==> config.mk <==
export PLATFORM = sky130hd
export DESIGN_NAME = serial_addsub_flat
export DESIGN_NICKNAME = d
export VERILOG_FILES = /design/src/rtl/serial_addsub_if.sv /design/src/rtl/serial_addsub.sv /design/src/flat_wrapper.sv
export SDC_FILE = /design/constraint.sdc
export NUM_CORES = 1
export LEC_CHECK = 0
export BUFFER_PORTS_ARGS = -buffer_cell sky130_fd_sc_hd__clkbuf_2
export CORE_ASPECT_RATIO = 0.75
export CORE_MARGIN = 1
export CORE_UTILIZATION = 45
export CTS_CLUSTER_SIZE = 14
export DETAILED_ROUTE_END_ITERATION = 10
export PLACE_DENSITY = 0.7
export SLEW_MARGIN = 20
export SYNTH_ARGS = -nofsm -noshare
export SYNTH_HDL_FRONTEND = slang
export SYNTH_SLANG_ARGS = --single-unit
==> constraint.sdc <==
create_clock -name clk_i -period 1.6 [get_ports clk_i]
set_input_delay 0 -clock clk_i [delete_from_list [all_inputs] [get_ports clk_i]]
set_output_delay 0 -clock clk_i [all_outputs]
set_load 0.02 [all_outputs]
==> src/rtl/serial_addsub_if.sv <==
// Handshake and operand/result bundle for the bit-serial adder/subtractor.
// The master drives the request, and the slave (the datapath) returns the status and the result.
interface serial_addsub_if #(
  parameter int WIDTH = 8
);
  logic             start;
  logic             sub;
  logic [WIDTH-1:0] a;
  logic [WIDTH-1:0] b;
  logic             busy;
  logic             done;
  logic [WIDTH-1:0] s;
  logic             c;
  logic             v;

  modport master (output start, sub, a, b, input  busy, done, s, c, v);
  modport slave  (input  start, sub, a, b, output busy, done, s, c, v);
endinterface

==> src/rtl/serial_addsub.sv <==
// Bit-serial add/subtract, processed LSB first. One full-adder slice (two half adders and an OR) plus a carry FF.
// Subtraction is computed as A + ~B + 1: the operand is inverted at load time and the carry FF is preset to 1.
module serial_addsub #(
  parameter int WIDTH = 8
) (
  input  logic            clk_i,
  input  logic            rst_i,
  serial_addsub_if.slave  bus
);
  localparam int CW = (WIDTH > 2) ? $clog2(WIDTH) : 1;
  localparam logic [CW-1:0] LAST = CW'(WIDTH - 1);

  typedef enum logic [1:0] {IDLE, RUN, FIN} state_e;

  state_e           state_q, state_d;
  logic [WIDTH-1:0] a_q, a_d;
  logic [WIDTH-1:0] b_q, b_d;
  logic [WIDTH-1:0] res_q, res_d;
  logic [CW-1:0]    cnt_q, cnt_d;
  logic             cy_q, cy_d;
  logic             mode_q, mode_d;
  logic [WIDTH-1:0] s_q, s_d;
  logic             c_q, c_d;
  logic             v_q, v_d;
  logic             busy_q, busy_d;
  logic             done_q, done_d;

  // Full-adder slice built from two half adders.
  logic ha1_s, ha1_c, ha2_c, sum_bit, cy_nx;
  assign ha1_s   = a_q[0] ^ b_q[0];
  assign ha1_c   = a_q[0] & b_q[0];
  assign sum_bit = ha1_s ^ cy_q;
  assign ha2_c   = ha1_s & cy_q;
  assign cy_nx   = ha1_c | ha2_c;

  always_comb begin
    state_d = state_q;
    a_d     = a_q;
    b_d     = b_q;
    res_d   = res_q;
    cnt_d   = cnt_q;
    cy_d    = cy_q;
    mode_d  = mode_q;
    s_d     = s_q;
    c_d     = c_q;
    v_d     = v_q;
    case (state_q)
      IDLE: begin
        if (bus.start) begin
          a_d     = bus.a;
          b_d     = bus.sub ? ~bus.b : bus.b;
          cy_d    = bus.sub;
          mode_d  = bus.sub;
          cnt_d   = '0;
          state_d = RUN;
        end
      end
      RUN: begin
        res_d = {sum_bit, res_q[WIDTH-1:1]};
        a_d   = a_q >> 1;
        b_d   = b_q >> 1;
        cy_d  = cy_nx;
        cnt_d = cnt_q + CW'(1);
        if (cnt_q == LAST) begin
          // cy_q here is the carry into the MSB, which is needed for the signed overflow check.
          state_d = FIN;
          s_d     = {sum_bit, res_q[WIDTH-1:1]};
          c_d     = cy_nx ^ mode_q;
          v_d     = cy_nx ^ cy_q;
        end
      end
      FIN:     state_d = IDLE;
      default: state_d = IDLE;
    endcase
    busy_d = (state_d == RUN);
    done_d = (state_d == FIN);
  end

  always_ff @(posedge clk_i or posedge rst_i) begin
    if (rst_i) begin
      state_q <= IDLE;
      a_q     <= '0;
      b_q     <= '0;
      res_q   <= '0;
      cnt_q   <= '0;
      cy_q    <= 1'b0;
      mode_q  <= 1'b0;
      s_q     <= '0;
      c_q     <= 1'b0;
      v_q     <= 1'b0;
      busy_q  <= 1'b0;
      done_q  <= 1'b0;
    end else begin
      state_q <= state_d;
      a_q     <= a_d;
      b_q     <= b_d;
      res_q   <= res_d;
      cnt_q   <= cnt_d;
      cy_q    <= cy_d;
      mode_q  <= mode_d;
      s_q     <= s_d;
      c_q     <= c_d;
      v_q     <= v_d;
      busy_q  <= busy_d;
      done_q  <= done_d;
    end
  end

  assign bus.busy = busy_q;
  assign bus.done = done_q;
  assign bus.s    = s_q;
  assign bus.c    = c_q;
  assign bus.v    = v_q;
endmodule

==> src/flat_wrapper.sv <==
// flat-port wrapper written by rule: the top's interface ports become plain ports
module serial_addsub_flat 
#(
  parameter int WIDTH = 8
)
  (clk_i, rst_i, bus_start, bus_sub, bus_a, bus_b, bus_busy, bus_done, bus_s, bus_c, bus_v);
  serial_addsub_if #(.WIDTH(WIDTH)) bus_i ();
  input  logic clk_i;
  input  logic rst_i;
  input wire logic [$bits(bus_i.start)-1:0] bus_start;
  input wire logic [$bits(bus_i.sub)-1:0] bus_sub;
  input wire logic [$bits(bus_i.a)-1:0] bus_a;
  input wire logic [$bits(bus_i.b)-1:0] bus_b;
  output wire logic [$bits(bus_i.busy)-1:0] bus_busy;
  output wire logic [$bits(bus_i.done)-1:0] bus_done;
  output wire logic [$bits(bus_i.s)-1:0] bus_s;
  output wire logic [$bits(bus_i.c)-1:0] bus_c;
  output wire logic [$bits(bus_i.v)-1:0] bus_v;
  assign bus_i.start = bus_start;
  assign bus_i.sub = bus_sub;
  assign bus_i.a = bus_a;
  assign bus_i.b = bus_b;
  assign bus_busy = bus_i.busy;
  assign bus_done = bus_i.done;
  assign bus_s = bus_i.s;
  assign bus_c = bus_i.c;
  assign bus_v = bus_i.v;
  serial_addsub #(.WIDTH(WIDTH)) u_core (.clk_i(clk_i), .rst_i(rst_i), .bus(bus_i));
endmodule
==> impl_metrics.json, run 1 <==
{
  "first_global_vias": 1210,
  "grt_use_total_pct": 16.9,
  "synth_nets": 163,
  "clk_pin_slew_ns": 0.08,
  "tritoncts": "built",
  "dpl.hpwl_um": 2270,
  "top_layer": "met4",
  "hold_path_class": "in -> reg",
  "die_h_um": 57.7,
  "skew_ns": 0.00866,
  "max_freq_mhz": 677,
  "hold_violations": 0,
  "p_leak_nw": 1.08,
  "worstReg2RegEnd": "u_core.a_q[1]$_DFFE_PP0P_",
  "dr_wl_met3_um": 108,
  "rsz0062_at_grt": "false",
  "drtPass1Iterations": 6,
  "h-tree-depth": 2,
  "num_vias": 1191,
  "crit_path_start": "u_core.state_q[0]$_DFF_PP0_",
  "io_buffers": 31,
  "dpl-instance-area_um2": 2040,
  "ir_worst_vdd_uv": 979,
  "fillers": 323,
  "ys_ff_latch": 42,
  "final_common_cell": "dfrtp_1",
  "grt_antenna_before_repair": 0,
  "gp_congestion": 0.741,
  "max_stage_delay_ns": 0.55,
  "crit_slowest_cell": "nor2b_1",
  "grt_max_degree": 43,
  "finalPower_mw": 4.32,
  "p_per_area_nw_per_um2": 1960,
  "multi_input_area_um2": 723,
  "nets": 198,
  "fin_tns_setup_ns": 0,
  "crit_chain": "nor2b_1 -> a22oi_1 -> o21ai_0",
  "utilization_pct": 57.9,
  "rows": 19,
  "wl_um": 3270,
  "dieArea_um2": 4400,
  "drtAntennaViolNets": 0,
  "crit_arrival_ns": 1.68,
  "tightest_slew_ns": 0.637,
  "vias_per_cell": 5.22,
  "period_share_pct": 92.3,
  "num_antenna_cells": 0,
  "root_buffer": "clkbuf_8",
  "grt_pass1_wl_um": 5690,
  "synth_area_um2": 1860,
  "cp_max_fo": 8,
  "path_class": "reg -> reg",
  "routedWlPerCell_um": 14.3,
  "overflow": 0,
  "cts.sinks": 42,
  "cp-start-kind": "flip-flop",
  "crit_path_end": "u_core.a_q[1]$_DFFE_PP0P_",
  "post-route-drc-count": 0,
  "whs_ns": 0.00687,
  "crit_required_ns": 1.80,
  "clockBufferDepth": 2,
  "cts_setup_buffers": 0,
  "cts_resized": 0,
  "pin_count": 32,
  "postCtsHoldBufs": 2,
  "cts_buffers": 5,
  "area_growth_pct": 18.2,
  "maxSlewViolCount": 0,
  "drt_iter0_markers": 67,
  "post-route-cell-area_um2": 2200,
  "core_um2": 3800,
  "initial_core_util_pct": 48.9,
  "finalSetupViolations": 0,
  "ys_types": 23,
  "drv_cap": 0,
  "reg2reg_setup_slack_ns": 0.12,
  "ys_warn_count": 0,
  "insertion_delay_ns": 0.29,
  "ys_seq_area_share_pct": 56.5,
  "end_kind": "flip-flop",
  "syn_avg_cell_area_um2": 13.3,
  "layout_common_cells": "dfrtp_1 (42), clkbuf_2 (31), mux2_2 (17)",
  "slew_headroom_pct": 57.5,
  "r2r_cells": 3,
  "ff_latch_area_um2": 1050,
  "r2r_start": "u_core.state_q[0]$_DFF_PP0_",
  "drive_above_1_share_pct": 36.4,
  "min_period_ns": 1.48,
  "met2_wirelength_um": 1570,
  "wirelength_met1_um": 1570,
  "status": "finished, final reports clean",
  "die_width_um": 76.3,
  "syn_inst": 140
}
-- critical path, delay by kind of cell, from the launching register on --
family / cells / cell delay (ns)
simple gates: 1 / 0.55
compound gates: 2 / 0.36
flops: 1 / 0.48
-- flip-flops by register name, indices dropped and copies added (netlist names) --
| register | cells |
|---|---|
| u_core.a_q | 8 |
| u_core.b_q | 8 |
| u_core.bus.busy | 1 |
| u_core.bus.c | 1 |
| u_core.bus.done | 1 |
| u_core.bus.s | 8 |
| u_core.bus.v | 1 |
| u_core.cnt_q | 3 |
| u_core.cy_q | 1 |
| u_core.mode_q | 1 |
| u_core.res_q | 7 |
| u_core.state_q | 2 |
-- where the power goes --
part           switching [mW]  internal (mW)
clock                   0.366          0.625
sequential              0.298           1.52
combinational           0.746          0.764
-- metal layers --
metal	vias up	track usage, %
li1	570	-
met1	599	21.5
met2	19	28.4
met3	3	4.25
met4	0	6.59
met5	-	0
-- Yosys cell counts, drive strengths merged --
| cell | count | area, um2 |
|---|---|---|
| a21oi | 2 | 10.0 |
| a221o | 7 | 70.1 |
| a22o | 4 | 35.0 |
| a22oi | 8 | 60.1 |
| and3b | 7 | 61.3 |
| buf | 9 | 72.6 |
| clkbuf | 1 | 3.75 |
| dfrtp | 42 | 1050 |
| fa | 1 | 20.0 |
| ha | 2 | 25.0 |
| inv | 3 | 11.3 |
| mux2 | 17 | 191 |
| nand2 | 10 | 37.5 |
| nand2b | 2 | 12.5 |
| nand3b | 1 | 20.0 |
| nor2 | 1 | 11.3 |
| nor2b | 2 | 12.5 |
| o21ai | 10 | 50.1 |
| o21bai | 1 | 18.8 |
| xnor2 | 2 | 17.5 |
| xor2 | 8 | 70.1 |
-- through the flow --
step / worst slack, ns / cells
final: 0.123 / 228
after global routing: 0.0397 / 228
after CTS: 0.100 / 228
after detailed placement: 0.120 / 218
after global placement: 0.181 / 218
after floorplan: 0.158 / 140
-- kinds of logic after synthesis --
kind of cell / synth area share [%]
DFF: 56.5
AOI/OAI and AO/OA: 13.1
and+or+nand+nor: 8.33
muxes: 10.3
xor gates and xnor gates: 4.70
adders and majority gates: 2.42
buffers and inverters: 4.70
-- final cells by class --
class                   instances  share of cell area, %
clock buffers                   5                   3.13
clock inverters                 3                   3.13
inverters                       3                  0.512
well taps                      52                   2.96
repair buffers                 38                   9.66
flip-flops and latches         42                   47.8
multi-input cells              85                   32.9
-- worst min path at each step --
stage	from	end	depth (start not counted)
CTS	bus_a[6]	u_core.a_q[6]$_DFFE_PP0P_	3
floorplan	bus_a[7]	u_core.a_q[7]$_DFFE_PP0P_	1
global placement	rst_i	u_core.a_q[2]$_DFFE_PP0P_	3
global route	bus_a[4]	u_core.a_q[4]$_DFFE_PP0P_	3
detailed placement	rst_i	u_core.a_q[1]$_DFFE_PP0P_	3
finish	bus_a[6]	u_core.a_q[6]$_DFFE_PP0P_	3
No activity file was read; power rests on OpenSTA's default activity.
==> run 2: changes to the inputs <==
==> constraint.sdc (replaced) <==
create_clock -name clk_i -period 1.6 [get_ports clk_i]
set_input_delay 0.08 -clock clk_i [delete_from_list [all_inputs] [get_ports clk_i]]
set_output_delay 0.08 -clock clk_i [all_outputs]
set_load 0.02 [all_outputs]
==> run 2 against run 1 <==
Compared with the run above:
- clock-buffer cell count is the same
- worst hold slack gained 0.0082 ns
- global-route usage is the same
- combinational power is essentially flat
- design area shrank 0.45%
- core utilization shrank 0.26 points
- non-clock buffer count shrank 1
- sequential share of layout area grew 0.22 points
- critical path depth shrank 1
- largest power group unchanged
==> impl_metrics.json, run 2 (synthesis results as in run 1) <==
{
  "insertion_delay_ns": 0.29,
  "finalSetupViolations": 0,
  "cp_max_fo": 15,
  "p_leak_nw": 1.07,
  "period_share_pct": 92.2,
  "netSwitchingPower_mw": 1.41,
  "tightest_slew_ns": 0.629,
  "num_antenna_cells": 0,
  "path_class": "reg -> reg",
  "worst-path-buf-inv": 0,
  "die_h_um": 57.7,
  "hold_path_class": "in -> reg",
  "min_period_ns": 1.48,
  "ir_worst_vdd_uv": 978,
  "clkPwrFrac_pct": 22.9,
  "p_per_area_nw_per_um2": 1970,
  "drv_cap": 0,
  "crit_chain": "nand3b_4 -> mux2_2",
  "placed_cells": 218,
  "drive_above_1_share_pct": 36.6,
  "hold_violations": 0,
  "core_um2": 3800,
  "io_buffers": 31,
  "clk_pin_slew_ns": 0.09,
  "clockBufferDepth": 2,
  "initial_core_util_pct": 48.9,
  "first_global_vias": 1210,
  "pin_count": 32,
  "max_freq_mhz": 678,
  "grt_use_total_pct": 16.9,
  "status": "finished, final reports clean",
  "seqPwrFrac_pct": 42.2,
  "instances_no_fill": 227,
  "nets": 197,
  "maxSlewViolCount": 0,
  "grt_max_degree": 43,
  "post-route-drc-count": 0,
  "cp-start-kind": "flip-flop",
  "grt_pass1_wl_um": 5690,
  "root_buffer": "clkbuf_8",
  "ff_latch_area_um2": 1050,
  "sw_frac_of_total_pct": 32.6,
  "drt_iter0_markers": 79,
  "cts.sinks": 42,
  "end_kind": "flip-flop",
  "rows": 19,
  "die_width_um": 76.3,
  "num_vias": 1186,
  "dp_slack_ns": 0.120,
  "layout_common_cells": "dfrtp_1 (42), clkbuf_2 (31), mux2_2 (17)",
  "crit_slowest_cell": "dfrtp_1",
  "wl_um": 3270,
  "crit_required_ns": 1.78,
  "multi_input_area_um2": 723,
  "overflow": 0,
  "drtPass1Iterations": 6,
  "final_common_cell": "dfrtp_1",
  "area_growth_pct": 17.7,
  "skew_ns": 0.00839,
  "critPathTopFamily": "flip-flops",
  "dpl.hpwl_um": 2270,
  "power_frac_comb_pct": 34.9,
  "crit_arrival_ns": 1.65,
  "grt_antenna_before_repair": 0,
  "vias_per_cell": 5.22,
  "gp_congestion": 0.741,
  "cts_buffers": 5,
  "dieArea_um2": 4400,
  "fillers": 325,
  "routedWlPerCell_um": 14.4,
  "setup_ws_ns": 0.125,
  "slew_headroom_pct": 58.0,
  "rsz0062_at_grt": "false",
  "h-tree-depth": 2,
  "tritoncts": "built",
  "whs_ns": 0.0151,
  "drtAntennaViolNets": 0,
  "cell_internal_pwr_mw": 2.91,
  "fin_tns_setup_ns": 0,
  "max_stage_delay_ns": 0.65
}
-- run 2: cell type report --
| type | instances | area share (%) |
|---|---|---|
| clock buffers | 5 | 3.14 |
| multi-input cells | 85 | 33.0 |
| well taps | 52 | 2.97 |
| inverters | 3 | 0.514 |
| clock inverters | 3 | 3.14 |
| repair buffers | 37 | 9.25 |
| flip-flops and latches | 42 | 48.0 |
-- run 2: timing repair --
action,in CTS,in global routing
resized for setup,0,0
hold buffers,1,0
setup buffers,0,0
endpoints found under the hold margin,42,0
-- run 2: power groups by stage --
stage	Sequential, mW	Combinational [mW]	Clock [mW]
floorplan	1.92	1.05	0
global placement	1.81	1.45	0
detailed placement	1.84	1.53	0
CTS	1.83	1.53	1.01
global route	1.89	1.67	1.06
finish	1.82	1.51	0.990
-- run 2: worst register-to-register path: stages, from the launching register on --
cell and delay (ns):
dfrtp_1 0.65, nand3b_4 0.34, mux2_2 0.36
-- run 2: through the flow --
step	cell area [um2]	util, %	power, mW
after global routing	2190	57.6	4.62
after detailed placement	2040	53.7	3.37
after CTS	2190	57.6	4.38
after global placement	2040	53.7	3.26
after floorplan	1860	-	2.97
final	2190	57.6	4.32
-- run 2: routing by layer --
layer | part of all wire [%] | track usage (%)
met1 | 48 | 21.5
met3 | 3.4 | 4.25
met5 | 0 | 0
met2 | 48 | 28.4
met4 | 0.64 | 6.59
-- run 2: final timing paths --
check | start | end | slack [ns] | cells after the start
min | bus_a[7] | u_core.a_q[7]$_DFFE_PP0P_ | 0.02 | 2
max in group asynchronous | rst_i | u_core.res_q[1]$_DFFE_PP0P_ | 0.80 | 4
max reg2reg | u_core.state_q[1]$_DFF_PP0_ | u_core.bus.s[7]$_DFFE_PP0P_ | 0.12 | 2
max | u_core.state_q[1]$_DFF_PP0_ | u_core.bus.s[7]$_DFFE_PP0P_ | 0.12 | 2
min reg2reg | u_core.a_q[2]$_DFFE_PP0P_ | u_core.a_q[2]$_DFFE_PP0P_ | 0.49 | 2
min in group asynchronous | rst_i | u_core.res_q[2]$_DFFE_PP0P_ | 0.45 | 4
==> run 3: changes to the inputs <==
- CORE_ASPECT_RATIO: 0.75 -> not set
- PLACE_DENSITY: 0.7 -> 0.64
==> run 3 against run 2 <==
Compared with the run above:
- die area barely moved
- worst hold slack got worse by 0.0079 ns
- clock skew fell by 0.0024 ns
- critical path type unchanged
- critical endpoint is now u_core.bus.s[4]$_DFFE_PP0P_
==> impl_metrics.json, run 3 (synthesis results as in run 1) <==
{
  "status": "finished, final reports clean",
  "rsz0062_at_grt": "false",
  "instances_no_fill": 226,
  "end_kind": "flip-flop",
  "crit_required_ns": 1.78,
  "dpl-instance-area_um2": 2050,
  "pin_count": 32,
  "cts_resized": 0,
  "max_stage_delay_ns": 0.39,
  "ir_worst_vdd_uv": 733,
  "finalSetupViolations": 0,
  "h-tree-depth": 2,
  "crit_arrival_ns": 1.67,
  "cp-start-kind": "flip-flop",
  "layout_common_cells": "dfrtp_1 (42), clkbuf_2 (31), mux2_2 (17)",
  "setup_ws_ns": 0.112,
  "r2r_start": "u_core.cnt_q[0]$_DFFE_PP0P_",
  "dieArea_um2": 4400,
  "grt_antenna_before_repair": 0,
  "tightest_slew_ns": 0.523,
  "clk_pin_slew_ns": 0.08,
  "io_buffers": 31,
  "cts_buffers": 5,
  "rows": 23,
  "die_h_um": 66.3,
  "min_period_ns": 1.49,
  "max_freq_mhz": 672,
  "wl_um": 3220,
  "worstReg2RegEnd": "u_core.bus.s[4]$_DFFE_PP0P_",
  "crit_path_end": "u_core.bus.s[4]$_DFFE_PP0P_",
  "period_share_pct": 93.0,
  "num_antenna_cells": 0,
  "grt_max_degree": 43,
  "dpl.hpwl_um": 2200,
  "first_global_vias": 1130,
  "cts_setup_buffers": 0,
  "tritoncts": "built",
  "drtAntennaViolNets": 0,
  "r2r_cells": 4,
  "path_class": "reg -> reg",
  "post-route-drc-count": 0,
  "whs_ns": 0.00720,
  "slew_headroom_pct": 65.1,
  "drv_cap": 0,
  "nets": 198,
  "p_per_area_nw_per_um2": 1870,
  "num_vias": 1200,
  "dp_slack_ns": 0.105,
  "core_um2": 4000,
  "crit_path_start": "u_core.cnt_q[0]$_DFFE_PP0P_",
  "clockBufferDepth": 2,
  "p_leak_nw": 1.06,
  "drive_above_1_share_pct": 36.9,
  "hold_path_class": "in -> reg",
  "cts.sinks": 42,
  "initial_core_util_pct": 46.5,
  "grt_use_total_pct": 16.8,
  "grt_pass1_wl_um": 5410,
  "post-route-cell-area_um2": 2150,
  "crit_slowest_cell": "dfrtp_1",
  "fillers": 372,
  "crit_chain": "ha_1 -> ha_1 -> nand3b_4 -> mux2_2",
  "insertion_delay_ns": 0.29,
  "hold_violations": 0,
  "crit_top_cell": "ha_1",
  "root_buffer": "clkbuf_8",
  "drt_iter0_markers": 63,
  "routedWlPerCell_um": 14.3,
  "final_common_cell": "dfrtp_1",
  "reg2reg_setup_slack_ns": 0.11,
  "fin_tns_setup_ns": 0,
  "area_growth_pct": 15.7,
  "gp_congestion": 0.709,
  "overflow": 0,
  "maxSlewViolCount": 0,
  "placed_cells": 217,
  "drtPass1Iterations": 4,
  "die_width_um": 66.3,
  "vias_per_cell": 5.31,
  "cp_max_fo": 14,
  "skew_ns": 0.00602
}
-- run 3: changes by cell type in the layout (fill, tap and decap cells not counted) --
cell,delta
bufinv_16,-2
buf_4,+1
clkbuf_8,+1
clkinv_2,+1
clkinv_4,-1
clkinvlp_4,+1
-- run 3: through the flow --
step,util [%],power (mW)
after floorplan,-,2.97
after global placement,51.2,3.28
after detailed placement,51.2,3.37
after CTS,53.8,4.08
after global routing,53.8,4.32
final,53.8,4.03
-- run 3: repair_timing --
action,in CTS,in global routing
hold buffers,1,0
setup endpoints to repair,0,0
hold endpoints to repair,42,0
-- run 3: final cells by class --
type / instances / area [um2] / share of cell area, %
clock inverters: 2 / 12.5 / 0.581
repair buffers: 38 / 210 / 9.76
inverters: 3 / 11.3 / 0.523
clock buffers: 6 / 82.6 / 3.83
flip-flops and latches: 42 / 1050 / 48.8
multi-input cells: 85 / 723 / 33.6
well taps: 50 / 62.6 / 2.91
-- run 3: layer usage --
layer | track usage [%] | up-vias | wire [um]
met5 | 0 | - | 0
met4 | 6.38 | 0 | 44
met3 | 4.48 | 5 | 151
met2 | 25.9 | 31 | 1480
met1 | 22.7 | 595 | 1550
li1 | - | 569 | -
-- run 3: power breakdown --
group	internal, mW	total, mW	switching [mW]
registers	1.53	1.80	0.278
clock network	0.347	0.706	0.359
logic	0.763	1.52	0.753
total	2.64	4.03	1.39
-- run 3: worst min-delay path by stage --
stage / start / to / slack, ns / depth (start not counted)
after CTS: bus_a[7] / u_core.a_q[7]$_DFFE_PP0P_ / 0.002 / 2
after floorplan: bus_a[7] / u_core.a_q[7]$_DFFE_PP0P_ / 0.21 / 1
after global placement: rst_i / u_core.bus.done$_DFF_PP0_ / 0.21 / 3
after global routing: bus_a[7] / u_core.a_q[7]$_DFFE_PP0P_ / 0.0004 / 2
after detailed placement: rst_i / u_core.res_q[1]$_DFFE_PP0P_ / 0.23 / 3
final: bus_a[7] / u_core.a_q[7]$_DFFE_PP0P_ / 0.007 / 2
-- run 3: worst max-delay path: cells and delay by family (launching register included) --
family,cells,cell delay [ns]
fa+ha+maj,2,0.43
flops,1,0.39
mux,1,0.36
simple gates,1,0.19
